[src/rtl/mem_arb_pkg.sv]
// Shared types and default widths for the unified memory port arbiter.
package mem_arb_pkg;

  typedef enum logic [1:0] {
    IDLE,
    MEM_WAIT,
    RESP
  } arb_state_t;

  typedef enum logic {
    REQ_IF,
    REQ_D
  } req_id_t;

  localparam int DEF_DATA_W = 32;
  localparam int DEF_MEM_AW = 6;

endpackage

[src/rtl/mem_arb_pick.sv]
// Combinational requester pick; fixed D > IF priority unless ARB_RR_EN selects round-robin.
module mem_arb_pick
  import mem_arb_pkg::*;
(
  input  logic    if_valid,
  input  logic    d_valid,
`ifdef ARB_RR_EN
  input  req_id_t rr_last,
`endif
  input  logic    window,
  output logic    if_ready,
  output logic    d_ready
);

  req_id_t pick;

  always_comb begin
    pick = REQ_D;
    if (if_valid && d_valid) begin
`ifdef ARB_RR_EN
      // On a tie the requester that did not win last time goes first.
      pick = (rr_last == REQ_D) ? REQ_IF : REQ_D;
`else
      pick = REQ_D;
`endif
    end else if (if_valid) begin
      pick = REQ_IF;
    end
  end

  assign if_ready = window && if_valid && (pick == REQ_IF);
  assign d_ready  = window && d_valid  && (pick == REQ_D);

endmodule

[src/rtl/mem_port_arbiter.sv]
// Shares one memory port between instruction fetch and load/store.
// Optional macro ARB_RR_EN switches tie-breaking from fixed D priority to round-robin.
module mem_port_arbiter
  import mem_arb_pkg::*;
#(
  parameter int DATA_W = DEF_DATA_W,
  parameter int MEM_AW = DEF_MEM_AW
) (
  input  logic              clk,
  input  logic              rst_n,
  input  logic              if_req_valid,
  output logic              if_req_ready,
  input  logic [DATA_W-1:0] if_req_addr,
  output logic              if_resp_valid,
  output logic [DATA_W-1:0] if_resp_data,
  input  logic              d_req_valid,
  output logic              d_req_ready,
  input  logic              d_req_we,
  input  logic [DATA_W-1:0] d_req_addr,
  input  logic [DATA_W-1:0] d_req_wdata,
  output logic              d_resp_valid,
  output logic [DATA_W-1:0] d_resp_data,
  output logic [MEM_AW-1:0] mem_addr,
  output logic              mem_we,
  output logic [DATA_W-1:0] mem_wdata,
  input  logic [DATA_W-1:0] mem_rdata
);

  arb_state_t        state_reg, state_next;
  req_id_t           owner_reg, owner_next;
  logic [DATA_W-1:0] if_data_reg, if_data_next;
  logic [DATA_W-1:0] d_data_reg, d_data_next;
  logic [MEM_AW-1:0] mem_addr_reg, mem_addr_next;
  logic              grant_window, if_acc, d_acc;

  // Byte offset and bits above the word address never reach the memory.
  logic unused_addr_bits;
  assign unused_addr_bits = ^{if_req_addr[DATA_W-1:MEM_AW+2], if_req_addr[1:0],
                              d_req_addr[DATA_W-1:MEM_AW+2], d_req_addr[1:0]};

  assign grant_window = rst_n && ((state_reg == IDLE) || (state_reg == RESP));

`ifdef ARB_RR_EN
  req_id_t rr_last_reg, rr_last_next;

  assign rr_last_next = if_acc ? REQ_IF : (d_acc ? REQ_D : rr_last_reg);

  always_ff @(posedge clk) begin
    if (!rst_n) rr_last_reg <= REQ_D;
    else        rr_last_reg <= rr_last_next;
  end
`endif

  mem_arb_pick u_pick (
    .if_valid (if_req_valid),
    .d_valid  (d_req_valid),
`ifdef ARB_RR_EN
    .rr_last  (rr_last_reg),
`endif
    .window   (grant_window),
    .if_ready (if_req_ready),
    .d_ready  (d_req_ready)
  );

  assign if_acc = if_req_valid && if_req_ready;
  assign d_acc  = d_req_valid && d_req_ready;

  always_comb begin
    state_next    = state_reg;
    owner_next    = owner_reg;
    if_data_next  = if_data_reg;
    d_data_next   = d_data_reg;
    mem_addr_next = mem_addr_reg;
    mem_we        = 1'b0;
    mem_wdata     = '0;

    case (state_reg)
      MEM_WAIT: begin
        if (owner_reg == REQ_IF) if_data_next = mem_rdata;
        else                     d_data_next  = mem_rdata;
        state_next = RESP;
      end
      RESP:    state_next = IDLE;
      default: state_next = IDLE;
    endcase

    // A grant in IDLE or RESP overrides the fall-through to IDLE.
    if (if_acc) begin
      mem_addr_next = if_req_addr[MEM_AW+1:2];
      owner_next    = REQ_IF;
      state_next    = MEM_WAIT;
    end else if (d_acc) begin
      mem_addr_next = d_req_addr[MEM_AW+1:2];
      owner_next    = REQ_D;
      if (d_req_we) begin
        mem_we      = 1'b1;
        mem_wdata   = d_req_wdata;
        d_data_next = '0;
        state_next  = RESP;
      end else begin
        state_next  = MEM_WAIT;
      end
    end
  end

  always_ff @(posedge clk) begin
    if (!rst_n) begin
      state_reg    <= IDLE;
      owner_reg    <= REQ_IF;
      if_data_reg  <= '0;
      d_data_reg   <= '0;
      mem_addr_reg <= '0;
    end else begin
      state_reg    <= state_next;
      owner_reg    <= owner_next;
      if_data_reg  <= if_data_next;
      d_data_reg   <= d_data_next;
      mem_addr_reg <= mem_addr_next;
    end
  end

  assign mem_addr      = mem_addr_next;
  assign if_resp_valid = (state_reg == RESP) && (owner_reg == REQ_IF);
  assign d_resp_valid  = (state_reg == RESP) && (owner_reg == REQ_D);
  assign if_resp_data  = if_data_reg;
  assign d_resp_data   = d_data_reg;

endmodule

[config.mk]
export PLATFORM = sky130hd
export DESIGN_NAME = mem_port_arbiter
export DESIGN_NICKNAME = d
export VERILOG_FILES = /design/src/rtl/mem_arb_pkg.sv /design/src/rtl/mem_arb_pick.sv /design/src/rtl/mem_port_arbiter.sv
export SDC_FILE = /design/constraint.sdc
export NUM_CORES = 1
export LEC_CHECK = 0
export CORE_UTILIZATION = 33
export DETAILED_ROUTE_END_ITERATION = 12
export PLACE_DENSITY = 0.81
export SETUP_SLACK_MARGIN = 0.05
export SYNTH_ARGS = -nofsm -noshare
export SYNTH_HDL_FRONTEND = slang
export SYNTH_HIERARCHICAL = 1
export SYNTH_SLANG_ARGS = --single-unit
[constraint.sdc]
create_clock -name clk -period 2.41 [get_ports clk]
set_input_delay 0.482 -clock clk [delete_from_list [all_inputs] [get_ports clk]]
set_output_delay 0.482 -clock clk [all_outputs]
set_load 0.1 [all_outputs]
Word level (Yosys, flattened, before mapping) --
Cells that the tools add are included. W data, S select, Z words.
Word-level totals: output and inout port bits 107, register bits 73, logic and storage cells 44, bits of input ports 133
Cells by class: eq/ne operators 2, mux-type cells 19, reduce and logical (&&, ||, !) cells 14, bitwise logic cells 3
Operator list (count):
- $mux W32 | 8
- $mux W6 | 2
- $logic_and A1 B1 Y1 | 10
- $mux W1 | 6
- $mux W2 | 3
- $not A1 Y1 | 3
- $eq A2 B1 Y1 const B | 1
- $eq A2 B2 Y1 const B | 1
- $logic_not A2 Y1 | 1
- $reduce_and A2 Y1 | 1
- $reduce_or A2 Y1 | 1
- $logic_or A1 B1 Y1 | 1

Logic depth before layout (Yosys ltp) --
depth in word-level cells 8, gate-level depth with buffers 8

Hierarchy --
Netlist, hierarchy kept.
By module, submodules not included:
- mem_port_arbiter | times used 1, area an instance 2989.1 um2, cells an instance 372
- mem_arb_pick | times used 1, area an instance 16.3 um2, cells an instance 2

Least setup slack after synthesis --
No wires, ideal clock.
path kind input to output, start point input port rst_n, end point output port mem_addr[0], setup slack -1.485 ns, buffers on the path 2, stages on the path 7, data arrival time 3.413 ns, path through clkbuf_1 > nor2b_1 > and3b_1 > and2_1 > buf_2 > a211oi_1 > nor2_1
Between the ends: elaborated cells between the ends (all ways) 9, classes of those cells mux (2); reduce/logical (7)
RTL lines:
- start, declared | line mem_port_arbiter.sv:10 | input logic rst_n,
- $logic_and A1 B1 Y1 | line mem_port_arbiter.sv:41 | assign grant_window = rst_n && ((state_reg == IDLE) || (state_reg == RESP));
- via grant_window | line mem_port_arbiter.sv:34 | logic grant_window, if_acc, d_acc;
- $logic_and A1 B1 Y1 (2 in series) | line mem_arb_pick.sv:31 | assign if_ready = window && if_valid && (pick == REQ_IF);
- via if_req_ready | line mem_port_arbiter.sv:12 | output logic if_req_ready,
- $logic_and A1 B1 Y1 | line mem_port_arbiter.sv:65 | assign if_acc = if_req_valid && if_req_ready;
- $mux W6 | line mem_port_arbiter.sv:88 | if (if_acc) begin
- end, declared | line mem_port_arbiter.sv:23 | output logic [MEM_AW-1:0] mem_addr,
The timed path passes the listed nets, and every way through them passes these cells.

Final worst setup path --
start point input port d_req_we, end point output port mem_wdata[21]
Between the ends: longest elaborated chain between the ends 3
Ends and longest elaborated chain:
- start, declared | line mem_port_arbiter.sv:18 | input logic d_req_we,
- $mux W32 | line mem_port_arbiter.sv:95 | if (d_req_we) begin
- $mux W32 | line mem_port_arbiter.sv:92 | end else if (d_acc) begin
- $mux W32 | line mem_port_arbiter.sv:88
- end, declared | line mem_port_arbiter.sv:25 | output logic [DATA_W-1:0] mem_wdata,
No other way between the ends.

==> results.md <==
* Crit path arrival time at 1.86 ns
* Fraction of registers with async set/reset at 0%
* Startpoint types: primary input
* Seq/Total Area, Yosys at 48.63%
* WHS at 0.4579 ns
* WL/cell at approximately 15 microns
* Clock slew at reported path FFs at 0.08 ns
* DR DRC count at 0
* DR iter-0 viols at 101
* Number of synthesized flops with an enable pin at 0
* Core Area at 8763 sq um
* Final Setup Violations at 0
* Width of the die at 97.43 microns
* WP data required at 1.93 ns
* Syn_area_per_cell at 8.036 sq um
* Vias/cell at approximately 4.7
* Via count at 3274
* VDD IR max at 312.6 uV
* Hold path depth at 2
* Stages on worst setup path at 7
* HP Class: flip-flop to flip-flop
* DR pass1 iterations at 4
* Antenna Nets Post-Route at 0
* Final Hold Fails at 0
* CP startpoint: d_req_we
* Fin cells at around 700
* Largest net degree at the start of global routing at 42
* RR Startpoint: state_reg[0]
* Cells after DPL at 675
* CP Class: primary input to output port
* Hold Crit Start: if_resp_data[5]
* CTS Buffer Depth at 2
* Site row count at 34
* Nets at 721
* Crit-path max FO at 8
* GPL Wtd Cong at 0.7690
* Yosys cell types at 25
* CP max-delay cell: clkdlybuf4s50_1
* Drt total wl at 10.29 mm
* Power Total at 2.924 mW
* Vias in the first global route at between 3000 and 4000
* Place WS at -0.2367 ns
* CP delay by family, top: buffers and inverters
* Initial antenna violation count at 0
* Crit path buf inv count at 4
* Synth Register Bits at 73
* N_diodes at 0
* Gate Count Post-Synth at 374
* Max cap viols at 0
* Predominant post-synthesis flop cell: dfxtp_1
* CTS tree: done
* Outcome: complete, no violations
* Yosys top cell area share at around half
* Yosys warnings at 6
* Clk_lat worst skew at 0.34 ns
* H-Tree Depth at 3
* Most common cell in the netlist: nand2_1
* Die Y at 97.43 microns
* Final period utilization at 97.01%
* Total Die Area at 9493 sq um
* Worst slew margin at 26.90%
* Clock skew at 0.009317 ns
* Kind of end point of the critical path: output port
* Placed inst area at 5504 sq um
* Post-synth top area cell: dfxtp_1
* Synth top cells by count: 131 x nand2_1, 73 x dfxtp_1, 34 x a21oi_1, 34 x and2_1, 30 x a21boi_1
* Fmax at approximately 430 MHz
* Synthesized area at roughly 3000 sq um
* Num CTS Buffers at 9
* Top cells by area in the synthesized netlist: dfxtp_1 49%, nand2_1 16%, a21boi_1 7.5%
* Clk sinks at 73
* Global Route Usage Sum at 21.53%
* Delay of the slowest critical-path stage at between 0.5 and 0.6 ns
* CTS root buffer: clkbuf_8
* Setup TNS at 0 ns
* Slew Limit Fails at 0
* Register-to-register setup slack at 0.60 ns
* R2R depth at 4
* Cts hold-fix bufs at 0
* Final min period at 2.338 ns
* Slew @ Worst Pin at 1.096 ns
* First-pass GRT wire length at roughly 16 mm
* Final Cell Area at 5924 sq um
* Final WS setup at 0.07196 ns
* Static Leakage at 2.411 nW
* Share of layout cells above drive strength 1 at 36.93%
* Port Buffers at 187
* Final Util at 67.60%
* Starting Density at 34.29%
* IO Pins at 240
* RSZ-0062 raised after global routing: yes
* Cell Chain, Critical Path: clkdlybuf4s50_1 -> nand3_4 -> nor2_4 -> buf_6 -> clkbuf_16 -> and2_4 -> buf_12
* Power Dens Cells at roughly 500 nW/um^2
* Area added between synthesis and finish at 97.13%
* HPWL Detailed at 7.456 mm
* Syn nets at 507
* Total grt overflow at 0
-- cells in the final DEF, fill, tap and decap left out, drive strengths merged, types with 3 or more instances in the layout --
master and n:
a21oi 34, clkbuf 13, buf 147, and3b 3, and3 6, nand2 131, nor3b 8, a21boi 32
and2 35, clkdlybuf4s50 77, dfxtp 73, nor2 14, a211oi 6
-- cell type report --
type / count / area (sq um)
Clock inverter: 5 / 62.56
Tap cell: 108 / 135.1
Clock buffer: 11 / 141.4
Timing Repair Buffer: 228 / 2521
Fill cell: 674 / 2839
Sequential cell: 73 / 1465
Multi-Input combinational cell: 276 / 1599
-- report_power, final --
group,internal (mW),switching (mW),total (mW)
clock network,0.513,0.474,0.987
logic,0.302,0.396,0.698
registers,1.23,0.0133,1.24
total,2.04,0.883,2.92
-- kinds of logic after synthesis --
| logic type | count (synthesis) | share of synthesized area [%] |
|---|---|---|
| AO/OA/AOI/OAI | 74 | 15.61 |
| buffers and inverters | 25 | 4.787 |
| flip-flops | 73 | 48.63 |
| AND/OR/NAND/NOR | 202 | 30.97 |
-- metal layers --
metal / vias up / track usage (%) / wire (microns)
li1: 1646 / - / -
met1: 1500 / 25.38 / 4119
met2: 116 / 38.95 / 5429
met3: 12 / 5.683 / 606
met4: 0 / 4.525 / 136
met5: - / 0 / 0
-- path summary, 6_finish.rpt --
path                      end
max             mem_wdata[21]
min           if_resp_data[5]
max reg2reg  if_resp_data[23]
min reg2reg   if_resp_data[5]
-- repair_timing --
item / CTS / global route
setup endpoints to repair: 39 / 38
buffers inserted: 6 / 1
gates cloned: 2 / 1
pin swaps: 2 / 18
gates resized for setup: 34 / 9
-- worst reg2reg max path: stages (launching register included) --
cell	delay, ns
dfxtp_4	0.36
buf_4	0.15
or3b_1	0.89
nand2_1	0.16
a21boi_1	0.19
(Power assumes the default switching activity.)
==> RTL change: new RTL, same settings <==
`DEF_DATA_W`: 32 -> 36.
--- a/src/rtl/mem_arb_pkg.sv
+++ b/src/rtl/mem_arb_pkg.sv
@@ -12,7 +12,7 @@
     REQ_D
   } req_id_t;
 
-  localparam int DEF_DATA_W = 32;
+  localparam int DEF_DATA_W = 36;
   localparam int DEF_MEM_AW = 6;
 
 endpackage
Ports: changed (7 resized); port bits go from 240 to 268. The function was not compared with the original's and may differ.
==> RTL change against the unedited design <==
- worst setup slack got worse by 140 ps
- critical endpoint is now mem_wdata[33]
- sequential share of layout area decreased by 0.29 points
- total power increased by 6.8%
- area after synthesis increased by 17%
- via count increased by 12%
- non-clock buffer count increased by 21
- largest power group unchanged
- clock skew decreased by 2.2 ps
- sequential cell count increased by 8
- cell count increased by 12%
- the flow now finishes with violations (setup timing)
- wire length increased by 17%
- count of clock-buffer cells in the layout unchanged
- cell area increased by 12%
==> RTL change: results (changes against the unedited design) <==
[metrics] setup ws final: -70.3 ps (-142 ps)
[metrics] worst hold endpoint: d_resp_data[34]
[metrics] Setup violations, final: 33 (+33)
[metrics] Post-Route Setup TNS: -1160 ps (-1160 ps)
[metrics] share of final layout cell area taken by clock buffers and inverters: 0.0294 (-0.00503)
[metrics] met2 layer wire length in the routed design: 6350 um (+17%)
[metrics] smallest hold slack: 455 ps (-3.16 ps)
[metrics] result of the run: finished with violations
[metrics] worst hold path startpoint: d_resp_data[34]
[metrics] pre-CTS setup slack: -227 ps (+9.76 ps)
[metrics] static leakage: 2.64 nW (+9.4%)
[metrics] number of input and output port buffers inserted: 207 (+11%)
[metrics] Clock Skew: 7.14 ps (-2.17 ps)
[metrics] Seq/Total Area, Yosys: 0.463 (-0.0234)
[metrics] synth top area cells: sky130_fd_sc_hd__dfxtp_1, sky130_fd_sc_hd__nand2_1, sky130_fd_sc_hd__a21boi_2
[metrics] Compound-Gate Fraction of Synth Area: 0.180 (+0.0242)
[metrics] combined flip-flop and latch cell area: 0.00162 mm2 (+11%)
[metrics] violated checks: setup timing
[metrics] multi-input logic portion of the cell area: 0.281 (+0.0114)
[metrics] vias per cell: 4.69 (+0.35%)
[metrics] GR Layer Usage met2: 0.392 (+0.00269)
[metrics] Layout non-clock buf frac: 0.419 (-0.00630)
[metrics] synthesized area divided by synthesized cell count: 8.50 um2 (+5.8%)
[metrics] maximum fanout encountered on the critical timing path: 5 (-3)
[metrics] number of multi-input logic gates: 304 (+10%)
[metrics] Met3 Wirelength: 806 um (+33%)
[metrics] Worst R2R End: mem_addr_reg[1]
[metrics] Mapped Nets: 561 (+11%)
[metrics] vias in the first global route: 3,678 (+10%)
[metrics] wire length of the first global-routing pass: 18,500 um (+12%)
[metrics] number of clock sinks: 81 (+11%)
[metrics] R2R setup slack: 640 ps (+40 ps)
[metrics] Slew headroom: 0.437 (+0.168)
[metrics] unique cell type count in the Yosys netlist: 27 (+8.0%)
[metrics] post-route design area: 0.00664 mm2 (+12%)
[metrics] GR Util met1: 0.238 (-0.0158)
[metrics] met3 layer usage reported by global route: 0.0636 (+0.00680)
[metrics] post-detail-place hpwl: 8300 um (+11%)
[metrics] area after detailed placement: 0.00622 mm2 (+13%)
==> RTL change: cell types whose count changed after synthesis, moves of 3 or more <==
cell / change
sky130_fd_sc_hd__a21boi_0: +4
sky130_fd_sc_hd__a21boi_1: -30
sky130_fd_sc_hd__a21boi_2: +30
sky130_fd_sc_hd__a21oi_1: +4
sky130_fd_sc_hd__and2_1: +4
sky130_fd_sc_hd__buf_2: -3
sky130_fd_sc_hd__buf_6: +5
sky130_fd_sc_hd__buf_8: +3
sky130_fd_sc_hd__dfxtp_1: +8
sky130_fd_sc_hd__nand2_1: +16
==> RTL change: worst max-delay path by stage <==
stage / to / slack [ps]
2_1_floorplan: mem_wdata[26] / -350
3_3_place_gp: mem_wdata[2] / -200
3_5_place_dp: mem_wdata[0] / -230
4_1_cts: mem_wdata[32] / -120
5_1_grt: mem_wdata[33] / -160
6_report: mem_wdata[33] / -70
==> RTL change: power by group <==
group,internal (mW),switching (mW),total (mW)
clock network,0.504,0.474,0.978
logic,0.333,0.436,0.769
registers,1.36,0.0149,1.38
total,2.20,0.925,3.12
==> RTL change: critical path, cell delays in order, from the launching register on <==
cell	delay, ps
sky130_fd_sc_hd__dfxtp_2	350
sky130_fd_sc_hd__and2b_2	220
sky130_fd_sc_hd__and3b_4	170
sky130_fd_sc_hd__and2_4	150
sky130_fd_sc_hd__nor2_4	120
sky130_fd_sc_hd__buf_12	120
sky130_fd_sc_hd__buf_8	110
sky130_fd_sc_hd__buf_12	110
sky130_fd_sc_hd__and2_4	150
sky130_fd_sc_hd__buf_12	170
==> RTL change: cell families (layout without fill, tap and decap cells) <==
kind of cell / Yosys count / in the layout
AOI/OAI and AO/OA: 82 / 82
buffers and inverters: 27 / 264
and+or+nand+nor: 222 / 222
DFF: 81 / 81
